--- config.mk ---
export PLATFORM = sky130hd
export DESIGN_NAME = memory_file
export DESIGN_NICKNAME = d
export VERILOG_FILES = /design/src/rtl/memory_file.sv
export SDC_FILE = /design/constraint.sdc
export NUM_CORES = 2
export LEC_CHECK = 0
export ABC_AREA = 1
export CORE_AREA = 2 2 551 553
export CTS_BUF_LIST = sky130_fd_sc_hd__clkbuf_16
export CTS_CLUSTER_DIAMETER = 50
export DETAILED_ROUTE_END_ITERATION = 8
export DIE_AREA = 0 0 553 555
export PLACE_DENSITY = 0.59
export SLEW_MARGIN = 0
export SYNTH_ARGS = -nofsm -noshare
export SYNTH_HDL_FRONTEND = slang
export SYNTH_SLANG_ARGS = --single-unit
export TNS_END_PERCENT = 50
--- constraint.sdc ---
create_clock -name clk -period 1.77 [get_ports clk]
set_clock_uncertainty 0.1 [all_clocks]
set_input_delay 0.2655 -clock clk [delete_from_list [all_inputs] [get_ports clk]]
set_output_delay 0.2655 -clock clk [all_outputs]
set_load 0.03 [all_outputs]
--- src/rtl/memory_file.sv ---
// Word-addressed data memory: DEPTH x 32-bit words, one combinational read port
// and one rising-edge write port, with asynchronous active-low reset to a fixed pattern.
module memory_file #(
    parameter int DEPTH        = 64,
    parameter int ADDR_BITS    = 6,
    parameter int INIT_PATTERN = 1
) (
    input  logic        clk,
    input  logic        reset,
    input  logic [31:0] ReadSelect1,
    input  logic [31:0] WriteSelect,
    input  logic [31:0] WriteData,
    input  logic        WriteEnable,
    output logic [31:0] ReadData1
);

    logic [31:0]          mem_q [DEPTH];
    logic [ADDR_BITS-1:0] rd_idx;
    logic [ADDR_BITS-1:0] wr_idx;
    logic                 rd_in_range;
    logic                 wr_in_range;
    logic                 wr_fire;

    // Upper select bits must be zero; there is no aliasing onto low words.
    assign rd_idx      = ReadSelect1[ADDR_BITS-1:0];
    assign wr_idx      = WriteSelect[ADDR_BITS-1:0];
    assign rd_in_range = (ReadSelect1[31:ADDR_BITS] == '0);
    assign wr_in_range = (WriteSelect[31:ADDR_BITS] == '0);
    assign wr_fire     = WriteEnable && wr_in_range;

    always_ff @(posedge clk or negedge reset) begin
        if (!reset) begin
            for (int i = 0; i < DEPTH; i++) begin
                mem_q[i] <= (INIT_PATTERN == 1) ? 32'(i) : 32'h0000_0000;
            end
        end else if (wr_fire) begin
            mem_q[wr_idx] <= WriteData;
        end
    end

    // No bypass: a same-address read sees the new word only after the edge.
    assign ReadData1 = rd_in_range ? mem_q[rd_idx] : 32'h0000_0000;

endmodule

==> flow_metrics.env <==
export IMPL_synth_warnings=0
export IMPL_core_region_area_um2=301000
export IMPL_die_area_um2=307000
export IMPL_drive_gt1_share_pct=19.7
export IMPL_grt_usage_pct=28.2
export IMPL_drc=0
export IMPL_fin_nets=14500
export IMPL_rsz0062_at_grt="true"
export IMPL_required_ns=1.40
export IMPL_relSlewSlack_pct=60.1
export IMPL_routabilityCongestion=0.983
export IMPL_hold_path_class="input pin to register"
export IMPL_fmax_mhz=339
export IMPL_cts_tree="built"
export IMPL_worst_setup_path_start_kind="register"
export IMPL_postRouteWirelength_um=456000
export IMPL_reg_top3="mem_q (2048)"
export IMPL_h_tree_depth=5
export IMPL_cts_made_buffers=291
export IMPL_antenna_found_initial=10
export IMPL_synth_distinct_cells=25
export IMPL_period_needed_ns=2.95
export IMPL_p_leak_nw=67.3
export IMPL_worst_path_max_fanout=2
export IMPL_regMostFlops="mem_q"
export IMPL_maxCapViolCount=0
export IMPL_syn_to_final_growth_pct=29.2
export IMPL_clk_latency_ns=0.86
export IMPL_vdd_drop_max_mv=0.773
export IMPL_finalSetupViolations=32
export IMPL_grt_start_max_net_pins=87
export IMPL_syn_area_per_cell_um2=7.46
export IMPL_syn_nets=14200
export IMPL_clock_root_buffer="clkbuf_16"
export IMPL_hold_violations=0
export IMPL_final_common_cell="nand2_1"
export IMPL_port_buffers=130
export IMPL_fin_crit_sh_pct=166
export IMPL_worstSetupPathType="register to output port"
export IMPL_wire_per_inst_um=24.4
export IMPL_final_util_pct=45.0
export IMPL_crit_chain="nand2_1, nand3_1, nand3_2, nand3_2, nand3_1, nand3_4, nand2_4, nor2_4, buf_12"
export IMPL_via_count=108000
export IMPL_power_mw=117
export IMPL_cpMaxStageDelayCell="dfstp_2"
export IMPL_dpl_cell_area_um2=119000
export IMPL_largest_reg_flops=2048
export IMPL_grt_pass1_vias=101000
export IMPL_overflow=0
export IMPL_p_per_area_nw_per_um2=861
export IMPL_slowest_delay_ns=0.54
export IMPL_first_pass_iters=6
export IMPL_ys_seq_elements=2048
export IMPL_netlist_instances=14100
export IMPL_cp_arrival_ns=2.58
export IMPL_die_w_um=553
export IMPL_grt_pass1_wl_um=668000
export IMPL_holdWs_ns=0.0266
export IMPL_fin_area_um2=136000
export IMPL_finalSetupTns_ns=-32.99
export IMPL_die_y_um=555
export IMPL_cts_sinks=2048
export IMPL_fp_row_count=202
export IMPL_report_final_slew_viol_count=0
export IMPL_place_hpwl_um=286000
export IMPL_violations="setup timing"
export IMPL_end_kind="output port"
export IMPL_cts_path_max_buffers=4
export IMPL_viasPerCell=5.78
export IMPL_final_cell_mix="nand2_1, nand4_1, dfrtp_1"
export IMPL_clk_pin_slew_ns=0.06
export IMPL_setup_ws_ns=-1.18
export IMPL_num_io_pins=131
export IMPL_final_antenna_net_count=0
export IMPL_initial_core_util_pct=34.9
export IMPL_drt_initial_drc_count=13100
export IMPL_status="complete, but fails checks"
export IMPL_worst_slew_pin_slew_ns=0.599
export IMPL_ys_seq_area_share_pct=49.0
export IMPL_syn_cell_area_um2=105000
per-stage QoR:
step                instances  worst slack [ns]
global placement        17900             -1.29
global route            18600             -1.20
finish                  18600             -1.18
floorplan               14100            -0.129
CTS                     18500             -1.16
detailed placement      17900             -1.29
final timing paths:
| kind | startpoint | endpoint | slack (ns) | depth (start not counted) |
|---|---|---|---|---|
| hold reg to reg | mem_q[611] | mem_q[611] | 0.36 | 2 |
| setup reg to reg | mem_q[1142] | mem_q[1142] | 0.82 | 4 |
| min in group asynchronous | reset | mem_q[575] | 0.06 | 3 |
| hold / removal | WriteSelect[29] | mem_q[1025] | 0.03 | 8 |
| max in group asynchronous | reset | mem_q[324] | 0.72 | 5 |
| setup / recovery | mem_q[545] | ReadData1[1] | -1.18 | 9 |
synthesized netlist by cell type:
master    count  share of area [%]
nand2_1    6303                 23
nand4_1    2049                 12
dfrtp_1    1856                 44
nand3_1    1827                8.7
clkbuf_1   1018                3.6
buf_2       334                1.6
nor2_1      194               0.69
dfstp_2     192                4.8
buf_1       107               0.38
buf_4        65               0.46
o21ai_0      51               0.24
a21oi_1      31               0.15
o22ai_1      21               0.13
inv_1        10              0.036
nand3_2      10              0.095
nor4_1       10              0.060
o211ai_1      3              0.021
buf_6         2              0.021
inv_2         2             0.0071
a31oi_1       1             0.0060
and2_1        1             0.0060
and3_1        1             0.0060
clkinv_1      1             0.0036
nor2_2        1             0.0060
nor3_1        1             0.0048
repair_timing:
item,4_1_cts,5_1_grt
setup buffers,9,90
pin swaps,134,220
gates cloned,1,40
setup endpoints to repair,34,1749
resized for setup,363,619
hold endpoints to repair,3916,0
hold buffers,35,0
critical path: cells and delay by family, from the launching register on:
family	cells	cell delay, ns
DFF	1	0.54
buffers and inverters	1	0.15
and+or+nand+nor	8	1.01
per-layer routing:
layer	vias up	global-route usage (%)	routed length (µm)
met4	2	14.5	24600
met3	1028	5.94	45900
met1	53000	38.5	186000
li1	48200	-	-
met2	5606	42.1	199000
met5	-	0	11
power by group:
group	internal, mW	leakage [nW]	switching [mW]
Clock	34.7	4.79	23.6
Sequential	46.9	27.9	0.000000203
Combinational	3.27	34.6	8.40
Total	84.8	67.3	32.0
final cells by class:
class	instances	area, µm²
antenna	5	12.5
clock buffer	293	7330
clock inverter	230	2150
fill	29800	166000
inverter	13	104
multi-input combinational	10500	51800
sequential	2048	51500
tap	3978	4980
timing repair buffer	1567	17800
timing repair inverter	1	16.3
cells by family after synthesis:
group                  after synthesis  share of synthesized area [%]
AO/OA/AOI/OAI                      107                          0.543
flip-flops                        2048                           49.0
buffers and inverters             1539                           6.14
AND/OR/NAND/NOR                  10400                           44.3
Note: power is estimated with default switching activity, not from simulation.
